**config.mk**
```make
export PLATFORM = sky130hd
export DESIGN_NAME = pixel_plotter_flat
export DESIGN_NICKNAME = d
export VERILOG_FILES = /design/src/rtl/pixel_plotter_pkg.sv /design/src/rtl/pixel_plotter_if.sv /design/src/rtl/pixel_plotter_fifo.sv /design/src/rtl/pixel_plotter.sv /design/src/flat_wrapper.sv
export SDC_FILE = /design/constraint.sdc
export NUM_CORES = 1
export LEC_CHECK = 0
export CORE_ASPECT_RATIO = 0.8
export CORE_UTILIZATION = 55
export CTS_BUF_LIST = sky130_fd_sc_hd__clkbuf_4
export CTS_CLUSTER_SIZE = 40
export DETAILED_ROUTE_END_ITERATION = 8
export DONT_BUFFER_PORTS = 1
export PLACE_DENSITY_LB_ADDON = 0.08
export SETUP_SLACK_MARGIN = 0.02
export SLEW_MARGIN = 0
export SYNTH_ARGS = -nofsm -noshare
export SYNTH_HDL_FRONTEND = slang
export SYNTH_SLANG_ARGS = --single-unit
```
**constraint.sdc**
```tcl
create_clock -name clock -period 10 [get_ports clock]
set_input_delay 2 -clock clock [delete_from_list [all_inputs] [get_ports clock]]
set_output_delay 2 -clock clock [all_outputs]
set_load 0.05 [all_outputs]
```
**src/rtl/pixel_plotter_pkg.sv**
```systemverilog
// Shared constants and FSM encoding for the pixel plotter: coordinate/colour widths,
// screen geometry, framebuffer address width and default FIFO depth.
`ifndef X_BITES
`define X_BITES 8
`endif
`ifndef Y_BITES
`define Y_BITES 7
`endif

package pixel_plotter_pkg;

  localparam int X_BITES        = `X_BITES;
  localparam int Y_BITES        = `Y_BITES;
  localparam int COLOR_BITS     = 3;
  localparam int SCREEN_COLS    = 160;
  localparam int SCREEN_ROWS    = 120;
  localparam int FB_ADDR_W      = 15;
  localparam int PIX_FIFO_DEPTH = 8;

  typedef enum logic {
    ST_IDLE  = 1'b0,
    ST_WRITE = 1'b1
  } plot_state_t;

endpackage

```
**src/rtl/pixel_plotter_if.sv**
```systemverilog
// Pixel-in / framebuffer-write-out bundle. The plotter takes the slave view; the
// renderer and memory port together drive the master view.
interface pixel_plotter_if
  import pixel_plotter_pkg::*;
#(
  parameter int X_W     = X_BITES,
  parameter int Y_W     = Y_BITES,
  parameter int COLOR_W = COLOR_BITS,
  parameter int ADDR_W  = FB_ADDR_W
);

  logic [X_W-1:0]     in_x;
  logic [Y_W-1:0]     in_y;
  logic [COLOR_W-1:0] in_color;
  logic               in_valid;
  logic               in_ready;
  logic [ADDR_W-1:0]  out_addr;
  logic [COLOR_W-1:0] out_color;
  logic               out_write;
  logic               out_ack;
  logic               busy;

  modport master (
    output in_x, in_y, in_color, in_valid, out_ack,
    input  in_ready, out_addr, out_color, out_write, busy
  );

  modport slave (
    input  in_x, in_y, in_color, in_valid, out_ack,
    output in_ready, out_addr, out_color, out_write, busy
  );

endinterface

```
**src/rtl/pixel_plotter_fifo.sv**
```systemverilog
// pixel_fifo: synchronous FIFO with full/empty/count; a push while full is dropped
// even when a pop happens in the same cycle, and there is no empty bypass.
module pixel_fifo #(
  parameter int WIDTH = 18,
  parameter int DEPTH = 8
) (
  input  logic                       clock,
  input  logic                       reset,
  input  logic                       push,
  input  logic                       pop,
  input  logic [WIDTH-1:0]           wdata,
  output logic [WIDTH-1:0]           rdata,
  output logic                       full,
  output logic                       empty,
  output logic [$clog2(DEPTH):0]     count
);

  localparam int PTR_W = $clog2(DEPTH);
  localparam int CNT_W = PTR_W + 1;

  logic [WIDTH-1:0] mem [DEPTH];
  logic [PTR_W-1:0] wr_ptr;
  logic [PTR_W-1:0] rd_ptr;
  logic [CNT_W-1:0] count_q;
  logic             do_push;
  logic             do_pop;

  assign full    = (count_q == CNT_W'(DEPTH));
  assign empty   = (count_q == '0);
  assign count   = count_q;
  assign rdata   = mem[rd_ptr];
  assign do_push = push && !full;
  assign do_pop  = pop && !empty;

  // NOTE: the storage array has no reset; the pointers and count alone define validity,
  // and leaving it unreset lets it map onto plain RAM/register-file cells.
  always_ff @(posedge clock) begin
    if (do_push) mem[wr_ptr] <= wdata;
  end

  // NOTE: sequential state uses non-blocking assignments so every register samples
  // the pre-edge values regardless of statement order.
  always_ff @(posedge clock) begin
    if (reset) begin
      wr_ptr  <= '0;
      rd_ptr  <= '0;
      count_q <= '0;
    end else begin
      if (do_push) wr_ptr <= wr_ptr + 1'b1;
      if (do_pop)  rd_ptr <= rd_ptr + 1'b1;
      case ({do_push, do_pop})
        2'b10:   count_q <= count_q + 1'b1;
        2'b01:   count_q <= count_q - 1'b1;
        default: count_q <= count_q;
      endcase
    end
  end

endmodule

```
**src/rtl/pixel_plotter.sv**
```systemverilog
// Buffers renderer pixel writes and issues held framebuffer write requests with ack.
// Define PIXEL_PLOTTER_CLIP_EN to drop off-screen pixels and expose clipped_count.
module pixel_plotter
  import pixel_plotter_pkg::*;
#(
  parameter int X_W           = X_BITES,
  parameter int Y_W           = Y_BITES,
  parameter int COLOR_W       = COLOR_BITS,
  parameter int SCREEN_WIDTH  = SCREEN_COLS,
  parameter int SCREEN_HEIGHT = SCREEN_ROWS,
  parameter int ADDR_W        = FB_ADDR_W,
  parameter int FIFO_DEPTH    = PIX_FIFO_DEPTH
) (
  input  logic          clock,
  input  logic          reset,
  pixel_plotter_if.slave bus
`ifdef PIXEL_PLOTTER_CLIP_EN
  ,
  output logic [15:0]   clipped_count
`endif
);

  localparam int DATA_W = X_W + Y_W + COLOR_W;
  localparam int CNT_W  = $clog2(FIFO_DEPTH) + 1;

  if (SCREEN_WIDTH * SCREEN_HEIGHT > (1 << ADDR_W)) begin : g_bad_geometry
    $error("pixel_plotter: screen does not fit in the framebuffer address width");
  end

  plot_state_t        state_q;
  plot_state_t        state_d;
  logic               accept;
  logic               fifo_push;
  logic               fifo_pop;
  logic               fifo_full;
  logic               fifo_empty;
  logic [CNT_W-1:0]   fifo_count;
  logic [DATA_W-1:0]  fifo_rdata;
  logic [X_W-1:0]     head_x;
  logic [Y_W-1:0]     head_y;
  logic [COLOR_W-1:0] head_color;
  logic [ADDR_W-1:0]  head_addr;
  logic [ADDR_W-1:0]  addr_q;
  logic [COLOR_W-1:0] color_q;

  assign bus.in_ready = !reset && !fifo_full;
  assign accept       = bus.in_valid && bus.in_ready;

`ifdef PIXEL_PLOTTER_CLIP_EN
  logic clip;

  assign clip      = (int'(bus.in_x) >= SCREEN_WIDTH) || (int'(bus.in_y) >= SCREEN_HEIGHT);
  assign fifo_push = accept && !clip;

  always_ff @(posedge clock) begin
    if (reset) begin
      clipped_count <= '0;
    end else if (accept && clip && (clipped_count != 16'hFFFF)) begin
      clipped_count <= clipped_count + 16'd1;
    end
  end
`else
  assign fifo_push = accept;
`endif

  pixel_fifo #(
    .WIDTH (DATA_W),
    .DEPTH (FIFO_DEPTH)
  ) u_fifo (
    .clock (clock),
    .reset (reset),
    .push  (fifo_push),
    .pop   (fifo_pop),
    .wdata ({bus.in_x, bus.in_y, bus.in_color}),
    .rdata (fifo_rdata),
    .full  (fifo_full),
    .empty (fifo_empty),
    .count (fifo_count)
  );

  assign {head_x, head_y, head_color} = fifo_rdata;
  // Zero-extend before the multiply so the product is formed at address width.
  assign head_addr = ADDR_W'(head_y) * ADDR_W'(SCREEN_WIDTH) + ADDR_W'(head_x);

  // NOTE: every always_comb output gets a default first so no path leaves it
  // unassigned, which would otherwise infer a latch.
  always_comb begin
    state_d  = state_q;
    fifo_pop = 1'b0;
    case (state_q)
      ST_IDLE: begin
        if (!fifo_empty) begin
          fifo_pop = 1'b1;
          state_d  = ST_WRITE;
        end
      end
      ST_WRITE: begin
        if (bus.out_ack) begin
          if (!fifo_empty) fifo_pop = 1'b1;
          else             state_d  = ST_IDLE;
        end
      end
      default: state_d = ST_IDLE;
    endcase
  end

  always_ff @(posedge clock) begin
    if (reset) begin
      state_q <= ST_IDLE;
      addr_q  <= '0;
      color_q <= '0;
    end else begin
      state_q <= state_d;
      if (fifo_pop) begin
        addr_q  <= head_addr;
        color_q <= head_color;
      end
    end
  end

  assign bus.out_write = (state_q == ST_WRITE);
  assign bus.out_addr  = addr_q;
  assign bus.out_color = color_q;
  assign bus.busy      = (fifo_count != '0) || (state_q == ST_WRITE);

endmodule

```
**src/flat_wrapper.sv**
```systemverilog
// flat-port wrapper written by rule: the top's interface ports become plain ports
module pixel_plotter_flat import pixel_plotter_pkg::*;
#(
  parameter int X_W           = X_BITES,
  parameter int Y_W           = Y_BITES,
  parameter int COLOR_W       = COLOR_BITS,
  parameter int SCREEN_WIDTH  = SCREEN_COLS,
  parameter int SCREEN_HEIGHT = SCREEN_ROWS,
  parameter int ADDR_W        = FB_ADDR_W,
  parameter int FIFO_DEPTH    = PIX_FIFO_DEPTH
)
  (clock, reset, bus_in_x, bus_in_y, bus_in_color, bus_in_valid, bus_out_ack, bus_in_ready, bus_out_addr, bus_out_color, bus_out_write, bus_busy);
  pixel_plotter_if #(.X_W(X_W), .Y_W(Y_W), .COLOR_W(COLOR_W), .ADDR_W(ADDR_W)) bus_i ();
  input  logic clock;
  input  logic reset;
  input wire logic [$bits(bus_i.in_x)-1:0] bus_in_x;
  input wire logic [$bits(bus_i.in_y)-1:0] bus_in_y;
  input wire logic [$bits(bus_i.in_color)-1:0] bus_in_color;
  input wire logic [$bits(bus_i.in_valid)-1:0] bus_in_valid;
  input wire logic [$bits(bus_i.out_ack)-1:0] bus_out_ack;
  output wire logic [$bits(bus_i.in_ready)-1:0] bus_in_ready;
  output wire logic [$bits(bus_i.out_addr)-1:0] bus_out_addr;
  output wire logic [$bits(bus_i.out_color)-1:0] bus_out_color;
  output wire logic [$bits(bus_i.out_write)-1:0] bus_out_write;
  output wire logic [$bits(bus_i.busy)-1:0] bus_busy;
  assign bus_i.in_x = bus_in_x;
  assign bus_i.in_y = bus_in_y;
  assign bus_i.in_color = bus_in_color;
  assign bus_i.in_valid = bus_in_valid;
  assign bus_i.out_ack = bus_out_ack;
  assign bus_in_ready = bus_i.in_ready;
  assign bus_out_addr = bus_i.out_addr;
  assign bus_out_color = bus_i.out_color;
  assign bus_out_write = bus_i.out_write;
  assign bus_busy = bus_i.busy;
  pixel_plotter #(.X_W(X_W), .Y_W(Y_W), .COLOR_W(COLOR_W), .SCREEN_WIDTH(SCREEN_WIDTH), .SCREEN_HEIGHT(SCREEN_HEIGHT), .ADDR_W(ADDR_W), .FIFO_DEPTH(FIFO_DEPTH)) u_core (.clock(clock), .reset(reset), .bus(bus_i));
endmodule
```
==> Word-level counts from Yosys, hierarchy flattened <==
Memory sizes are Yosys's and may differ from the RTL's. A register that Yosys moved wholly into a read port is not among the register bits.
Cells that the tools add are included.
W data, S select, Z words.
{ "word_totals": {"wordCells": 38, "ff_bits": 29, "out_inout_bits": 21, "ramBits": 144, "n_memories": 1} }
{ "memory_table": {"columns": ["memory", "depth", "width", "rd", "rd_clocked_by_memory_dff", "wr", "line", "text"], "rows": [
  ["u_core.u_fifo.mem", 8, 18, 1, 1, 1, "pixel_plotter_fifo.sv:21", "logic [WIDTH-1:0] mem [DEPTH];"]
]} }
{ "classes": {"n_bitwise": 1, "n_reduce_logical": 11, "mul": 1, "n_eq_ne": 3, "addsub": 5, "n_mux": 10} }
{ "ops": {"columns": ["operator", "n"], "rows": [
  ["$add A15 B8 Y15", 1],
  ["$mul A7 B3 Y10 const B", 1],
  ["$pmux W4 S2", 1],
  ["$add A3 B1 Y3 const B", 2],
  ["$mux W3", 2],
  ["$mux W1", 5],
  ["$add A4 B1 Y4 const B", 1],
  ["$eq A4 B4 Y1 const B", 1],
  ["$logic_and A1 B1 Y1", 4],
  ["$logic_not A4 Y1", 1],
  ["$pmux W1 S2", 2],
  ["$reduce_bool A4 Y1", 1],
  ["$sub A4 B1 Y4 const B", 1],
  ["$logic_not A1 Y1", 3],
  ["$eq A2 B1 Y1 const B", 1],
  ["$eq A2 B2 Y1 const B", 1],
  ["$reduce_bool A2 Y1", 1],
  ["$logic_or A1 B1 Y1", 1],
  ["$not A1 Y1", 1]
]} }

==> Depth between registers and ports, before layout <==
Gate-level depths: netlist of the first run.
{ "logic_depth": {"depth_word": 7, "mapped_depth": 15} }

==> Hierarchy <==
Synthesis of the first run repeated with hierarchy kept, for this count alone.
{ "hier_totals": {"hier_cells": 421, "hier_area_um2": 7369.6} }
{ "by_module_without_submodules": {"columns": ["mod", "area_per_inst_um2", "cells_each", "n_inst"], "rows": [
  ["pixel_fifo", 6194.7, 282, 1],
  ["pixel_plotter", 1174.9, 139, 1]
]} }

==> Worst setup path after synthesis of the first run <==
OpenSTA, ideal clock, no wires.
{ "synth_timing": {"kind": "input port to flip-flop", "start": "input reset", "end": "memory u_core.u_fifo.mem[0][0] (enable)", "path_stages": 4, "slack_ns": 5.026, "n_path_buf": 0, "t_arrival_ns": 4.558, "required_time_ns": 9.584, "setup_time_ns": 0.416, "path_cell_list": "a21oi_1 -> and2_0 -> nand2b_1 -> nor3_1"} }
{ "synth_between": {"elab_chain_cells": 6} }
{ "synth_lines": {"columns": ["item", "line", "text"], "rows": [
  ["from (decl)", "flat_wrapper.sv:15", "input logic reset;"],
  ["$logic_not A1 Y1", "pixel_plotter.sv:46", "assign bus.in_ready = !reset && !fifo_full;"],
  ["$logic_and A1 B1 Y1", "pixel_plotter.sv:46", null],
  ["$logic_and A1 B1 Y1", "pixel_plotter.sv:47", "assign accept = bus.in_valid && bus.in_ready;"],
  ["$logic_and A1 B1 Y1", "pixel_plotter_fifo.sv:32", "assign do_push = push && !full;"],
  ["$mux W1", "pixel_plotter_fifo.sv:38", "if (do_push) mem[wr_ptr] <= wdata;"],
  ["$mux W1 (implied by the code)", "pixel_plotter_fifo.sv:38", null],
  ["to (decl)", "pixel_plotter_fifo.sv:21", null]
]} }
Every way passes these cells.

==> Final worst setup path of the first run <==
{ "layout_timing": {"start": "input reset", "end": "output bus_in_ready"} }
{ "layout_between": {"elab_chain_cells": 2} }
{ "layout_lines": {"columns": ["item", "line", "text"], "rows": [
  ["$logic_not A1 Y1", "pixel_plotter.sv:46", null],
  ["$logic_and A1 B1 Y1", "pixel_plotter.sv:46", null],
  ["to (decl)", "flat_wrapper.sv:21", "output wire logic [$bits(bus_i.in_ready)-1:0] bus_in_ready;"]
]} }
Every way passes these cells.

==> summary.md, run 1 <==
| Metric | Value |
|---|---|
| Outcome | `finished clean` |
| Worst r2r path cells | `14` |
| Postcts setup bufs | `0` |
| Vias in the first global route | `3,538` |
| Vias per cell | `5.76` |
| Most frequent cells in the layout | `edfxtp_1 (144), mux4_2 (36), dfxtp_1 (31)` |
| Yosys top cell area share | `0.606` |
| Buf/Inv on CP | `0` |
| Hold Fails Final Rpt | `0` |
| CTS buffer count | `17` |
| CTS Root Cell | `clkbuf_4` |
| WHS Path Cells | `2` |
| Die X | `129 um` |
| Worst-skew pair later-pin latency | `0.56 ns` |
| CTS tree | `done` |
| Port Buffer Count | `0` |
| Pre-CTS setup slack | `5.11 ns` |
| Maximum vdd drop | `0.126 mV` |
| Final hold slack | `0.495 ns` |
| Final Cycle Share | `0.481` |
| Synthesized net count | `453` |
| Die H | `104 um` |
| H-tree depth | `4` |
| Share of layout cells above drive strength 1 | `0.212` |
| Setup_tns | `0 ns` |
| Flop pwr share | `0.465` |
| Sequential Area | `4970 sq um` |
| Switch Pwr | `0.830 mW` |
| Yosys synthesis warning count | `0` |
| Fmax | `0.208 GHz` |
| Fillcell total | `914` |
| CTS resizes | `0` |
| RSZ-0062 raised after global routing | `false` |
| Average wire per standard cell | `20.7 um` |
| Syn-to-layout area delta | `6.30%` |
| DRT antenna net count | `0` |
| Slowest library cell on the worst path | `a21oi_1` |
| Post-DP HPWL | `7770 um` |
| Comb pwr share | `0.360` |
| Die area | `13,400 sq um` |
| Power Internal | `1.31 mW` |
| Area leader, netlist | `edfxtp_1` |
| Post-synthesis sequential area ratio | `0.696` |
| Most common cell after layout, fill and taps aside | `edfxtp_1` |
| Cell Area, Synth | `7130 sq um` |
| Worst setup path category | `input port to output pin` |
| Max stage delay on crit path | `0.81 ns` |
| Clock share of power | `0.175` |
| Fin worst setup slack | `5.19 ns` |
| Max Cap Viol | `0` |
| Final-report max-slew violation count | `0` |
| Setup Viol. Count Final | `0` |
| Starting DRT DRC Count | `224` |
| CTS sink count | `176` |
| Clock transition at path regs | `0.15 ns` |
| Io pins | `43` |
| Clk buf depth | `2` |
| Top delay family on crit path | `compound AO/OA/AOI/OAI gates` |
| First-pass GRT wire length | `19,900 um` |
| Leakage | `2.42 nW` |
| CP Data Required Time | `8.00 ns` |
| Synth cell types | `40` |
| Nets@finish | `460` |
| Hold Crit Start | `u_core.u_fifo.rd_ptr[1]` |
| Relative slew slack | `0.196` |
| Crit end category | `output pin` |
| Fraction of registers with async set/reset | `0` |
| CP Data Arrival Time | `2.81 ns` |
| Fin crit period | `4.81 ns` |
| DRT Wirelength | `12,400 um` |
| Tot GR Track Use | `0.210` |
| Number of synthesized flops with an enable pin | `144` |
| Ranking of synthesized cells by area | `edfxtp_1 (61%), mux4_2 (11%), dfxtp_1 (9.0%)` |
| R2R setup slack | `5.66 ns` |
| Worst min-delay path class | `register to register` |
| Vias post-DR | `3,459` |
| Register bit total from synthesis | `176` |
| Initial antenna violation count | `0` |
| N_diodes | `0` |
| Total core area | `12,400 sq um` |
| Drt drc | `0` |
| Clk_skew | `0.0204 ns` |
| GPL Wtd Cong | `0.776` |
| Prevailing post-synth register cell | `edfxtp_1` |
| # hold bufs at CTS | `0` |
| PD cells | `283 nW/um^2` |
| Largest net degree at the start of global routing | `37` |
| Mapped Cells | `410` |
| Critical Path Start Type | `input port` |
| R2r endpoint | `u_core.bus.out_addr[13]` |
| Area of the multi-input gates | `2060 sq um` |
| Starting density of the core | `0.576` |
| Mean area per synthesized cell | `17.4 sq um` |
| FP Rows | `36` |
| Congestion Overflow GR | `0` |
| DR pass1 iterations | `4` |
| CP Cell Sequence | `a21oi_1` |
| Worst-path fanout max | `33` |
| Net Sw Frac | `0.387` |
| Worst Max-Slew Pin Slew | `1.21 ns` |
[registers in the layout, summed over array words and instances, names as in the netlist, named ones only]
signal and flops:
u_core.bus.out_addr 15, u_core.bus.out_write 1, u_core.u_fifo.wr_ptr 3, u_core.bus.out_color 3, u_core.u_fifo.count 4, u_core.u_fifo.rd_ptr 3, u_core.u_fifo.mem 144
[cell type report]
class                      instances  share of cell area
inverter                          12             0.00594
sequential                       176               0.655
clock inverter                    15              0.0175
timing repair buffer               5             0.00495
tap                              171              0.0282
multi-input combinational        205               0.272
clock buffer                      17              0.0168
[cells in the mapped netlist, types with 2 or more instances]
cell and count:
xor2_1 9, fa_1 3, nor2_1 32, mux2_2 7, clkbuf_1 7, inv_1 10
buf_4 3, a21o_1 2, a21oi_1 15, nand2_1 18, dfxtp_1 32, mux4_2 36
a211oi_1 14, xnor2_1 6, inv_2 2, ha_1 18, mux2i_1 10, edfxtp_1 144
nor3_1 5, buf_2 5, o21ai_0 5, nand2b_1 8, nor2b_1 2
[metrics by stage]
| step | util | std cells | total power [mW] | instance area, sq um |
|---|---|---|---|---|
| finish | 0.612 | 601 | 2.14 | 7580 |
| global route | 0.612 | 601 | 2.29 | 7580 |
| CTS | 0.612 | 601 | 2.16 | 7580 |
| detailed placement | 0.591 | 569 | 1.79 | 7320 |
| global placement | 0.591 | 569 | 1.78 | 7320 |
| floorplan | - | 410 | 1.65 | 7130 |
[kinds of logic after synthesis]
kind of cell               Yosys count  share of synthesized area
buffers and inverters               29                     0.0188
muxes                               54                      0.142
adders and majority gates           21                     0.0400
and+or+nand+nor                     73                     0.0468
xor gates and xnor gates            15                     0.0184
DFF                                176                      0.696
AOI/OAI and AO/OA                   42                     0.0381
[tightest hold or removal path: stages, from the launching register on]
cell and delay (ns):
dfxtp_1 0.35, nand2_1 0.05, a21oi_1 0.07
[per-layer routing]
metal  share of wire  vias to the layer above  global-route usage
li1                -                     1604                   -
met3           0.049                       11              0.0581
met4          0.0088                        0              0.0605
met5               0                        -                   0
met1            0.48                     1769               0.304
met2            0.46                       75               0.312
[worst max path at each step]
stage	start	endpoint	slack, ns	cells past startpoint
final	reset	bus_in_ready	5.19	1
after global routing	reset	bus_in_ready	5.18	1
after CTS	reset	bus_in_ready	5.19	1
after detailed placement	reset	u_core.u_fifo.mem[1][13]	5.11	5
after global placement	reset	u_core.u_fifo.mem[0][13]	5.15	5
after floorplan	reset	u_core.u_fifo.mem[0][0]	5.03	4
[power groups by stage]
stage | Clock (mW) | Combinational, mW | Sequential [mW]
3_3_place_gp | 0 | 0.765 | 1.01
6_report | 0.374 | 0.771 | 0.996
3_5_place_dp | 0 | 0.778 | 1.01
2_1_floorplan | 0 | 0.647 | 1.00
4_1_cts | 0.382 | 0.782 | 0.996
5_1_grt | 0.416 | 0.871 | 1.00
Power figures use the tool's default switching activity.
==> run 2, diff against run 1 <==
clock period = 4.6 ns   (was 10 ns; I/O delays follow)
==> run 2 against run 1 <==
Core utilization up 0.62 points. Worst setup slack worse by 4.4 ns. Flip-flop and latch count unchanged. Global-route usage down 0.31 points. Die area unchanged. Register-to-register slack worse by 4.9 ns. Clock skew down 0.010 ns. Wire length up 1.3%. Critical path depth up 11. Sequential power up 120%.
==> summary.md, run 2 (synthesized netlist as in run 1, its figures left out) <==
| Metric | Value |
|---|---|
| Clk buf depth | `2 (unchanged)` |
| Final Cycle Share | `0.834` |
| PD cells | `609 nW/um^2 (+120%)` |
| Fin worst setup slack | `0.764 ns (-4.43 ns)` |
| Switch Pwr | `1.79 mW (+120%)` |
| Flop pwr share | `0.474 (+0.009)` |
| CP Data Required Time | `5.04 ns (-2.96 ns)` |
| H-tree depth | `4 (unchanged)` |
| CTS sink count | `176 (unchanged)` |
| Largest net degree at the start of global routing | `35 (-5.4%)` |
| Post-DP HPWL | `7740 um (-0.43%)` |
| # hold bufs at CTS | `0 (unchanged)` |
| Worst-path fanout max | `16 (-52%)` |
| Congestion Overflow GR | `0 (unchanged)` |
| First-pass GRT wire length | `19,500 um (-2.0%)` |
| Syn-to-layout area delta | `7.37%` |
| Worst min-delay path class | `input port to register` |
| WHS Path Cells | `1 (-1)` |
| Most frequent cells in the layout | `edfxtp_1 (144), mux4_2 (36), dfxtp_1 (31)` |
| DR pass1 iterations | `4 (unchanged)` |
| DRT antenna net count | `0 (unchanged)` |
| Vias post-DR | `3,481 (+0.64%)` |
| Crit end category | `register` |
| Relative slew slack | `0.484 (+0.288)` |
| Final Instance Count excl. Fillers | `611 (+1.7%)` |
| Worst-skew pair later-pin latency | `0.55 ns (about the same)` |
| CTS resizes | `0 (unchanged)` |
| Pre-CTS setup slack | `0.773 ns (-4.34 ns)` |
| Postcts setup bufs | `0 (unchanged)` |
| CP Data Arrival Time | `4.27 ns (+1.46 ns)` |
| FP Rows | `36 (unchanged)` |
| CTS buffer count | `17 (unchanged)` |
| DRT Wirelength | `12,600 um (+1.3%)` |
| Io pins | `43 (unchanged)` |
| Worst r2r path cells | `12 (-2)` |
| Leakage | `2.48 nW (+2.5%)` |
| Clk_skew | `0.0101 ns (-0.0102 ns)` |
| Outcome | `finished clean` |
| Cells after DPL | `578 (+1.6%)` |
| Most common cell after layout, fill and taps aside | `edfxtp_1` |
| Total core area | `12,400 sq um (unchanged)` |
| RSZ-0062 raised after global routing | `false` |
| Setup Viol. Count Final | `0 (unchanged)` |
| Tot GR Track Use | `0.206 (-0.00306)` |
| Vias per cell | `5.70 (-1.0%)` |
| Critical Path Start Type | `register` |
| Average wire per standard cell | `20.6 um (-0.38%)` |
| Post-Route Utilization | `0.618 (+0.00616)` |
| GPL Wtd Cong | `0.785 (+1.2%)` |
| Clock transition at path regs | `0.14 ns (about the same)` |
| Drt drc | `0 (unchanged)` |
| Fmax | `0.261 GHz` |
| Share of layout cells above drive strength 1 | `0.235 (+0.0230)` |
| Net Sw Frac | `0.384 (-0.00383)` |
| Maximum vdd drop | `0.291 mV (+130%)` |
| Comb pwr share | `0.349 (-0.011)` |
| Port Buffer Count | `0 (unchanged)` |
| Area of the multi-input gates | `2060 sq um (unchanged)` |
| Initial antenna violation count | `1 (+1)` |
| Starting DRT DRC Count | `326 (+46%)` |
| Die area | `13,400 sq um (unchanged)` |
| Largest Register | `u_core.u_fifo.mem` |
| Nets@finish | `469 (+2.0%)` |
| Die H | `104 um (unchanged)` |
| Worst Max-Slew Pin Slew | `0.774 ns (-0.432 ns)` |
| Power Internal | `2.88 mW (+120%)` |
| Fin crit period | `3.84 ns` |
| Clock share of power | `0.177 (+0.002)` |
| Max Cap Viol | `0 (unchanged)` |
| Worst setup path category | `register to register` |
| Vias in the first global route | `3,422 (-3.3%)` |
| CTS tree | `done` |
| Starting density of the core | `0.576 (unchanged)` |
| Fillcell total | `917 (+0.33%)` |
| Hold Fails Final Rpt | `0 (unchanged)` |
| CTS Root Cell | `clkbuf_4` |
| Final-report max-slew violation count | `0 (unchanged)` |
| Setup_tns | `0 ns (unchanged)` |
| Max reg flops | `144 (unchanged)` |
| Sequential Area | `4970 sq um (unchanged)` |
| Die X | `129 um (unchanged)` |
## run 2: critical path, cell delays in order (launching register included)
cell	delay, ns
dfxtp_1	0.85
buf_4	0.32
mux4_2	0.55
mux2i_4	0.20
inv_2	0.08
ha_1	0.28
ha_1	0.34
nor2_1	0.06
a21oi_1	0.25
xor2_1	0.30
a31oi_1	0.18
o21ai_1	0.21
o311ai_2	0.11
## run 2: final timing paths
check | startpoint | to | slack, ns
worst max-delay path | register | u_core.bus.out_addr[13] | 0.76
worst min-delay path | reset | u_core.bus.out_addr[8] | 0.42
worst max register to register | register | u_core.bus.out_addr[13] | 0.76
worst min register to register | u_core.u_fifo.rd_ptr[1] | register | 0.49
## run 2: power groups by stage
stage	logic, mW	clock network [mW]	registers [mW]
2_1_floorplan	1.41	0	2.18
3_3_place_gp	1.61	0	2.25
3_5_place_dp	1.63	0	2.25
4_1_cts	1.64	0.851	2.22
5_1_grt	1.83	0.909	2.23
6_report	1.63	0.827	2.21
## run 2: area by class of cell
type | count | area share
multi-input combinational | 205 | 0.269
antenna | 1 | 0.000327
clock inverter | 14 | 0.0172
timing repair buffer | 14 | 0.0137
clock buffer | 18 | 0.0176
sequential | 176 | 0.648
inverter | 12 | 0.00588
tap | 171 | 0.0279
## run 2: metal layers
layer / share of wire / vias to the layer above / global-route usage
met5: 0 / - / 0
met4: 0.016 / 0 / 0.0731
met3: 0.045 / 19 / 0.0494
met2: 0.47 / 77 / 0.306
met1: 0.47 / 1755 / 0.301
li1: - / 1630 / -
## run 2: through the flow
step                hold WS [ns]  instance area, sq um  total power, mW
finish                     0.418                  7660             4.67
global route               0.355                  7660             4.97
CTS                        0.361                  7660             4.71
detailed placement         0.472                  7390             3.89
global placement           0.455                  7390             3.85
floorplan                  0.454                  7130             3.58
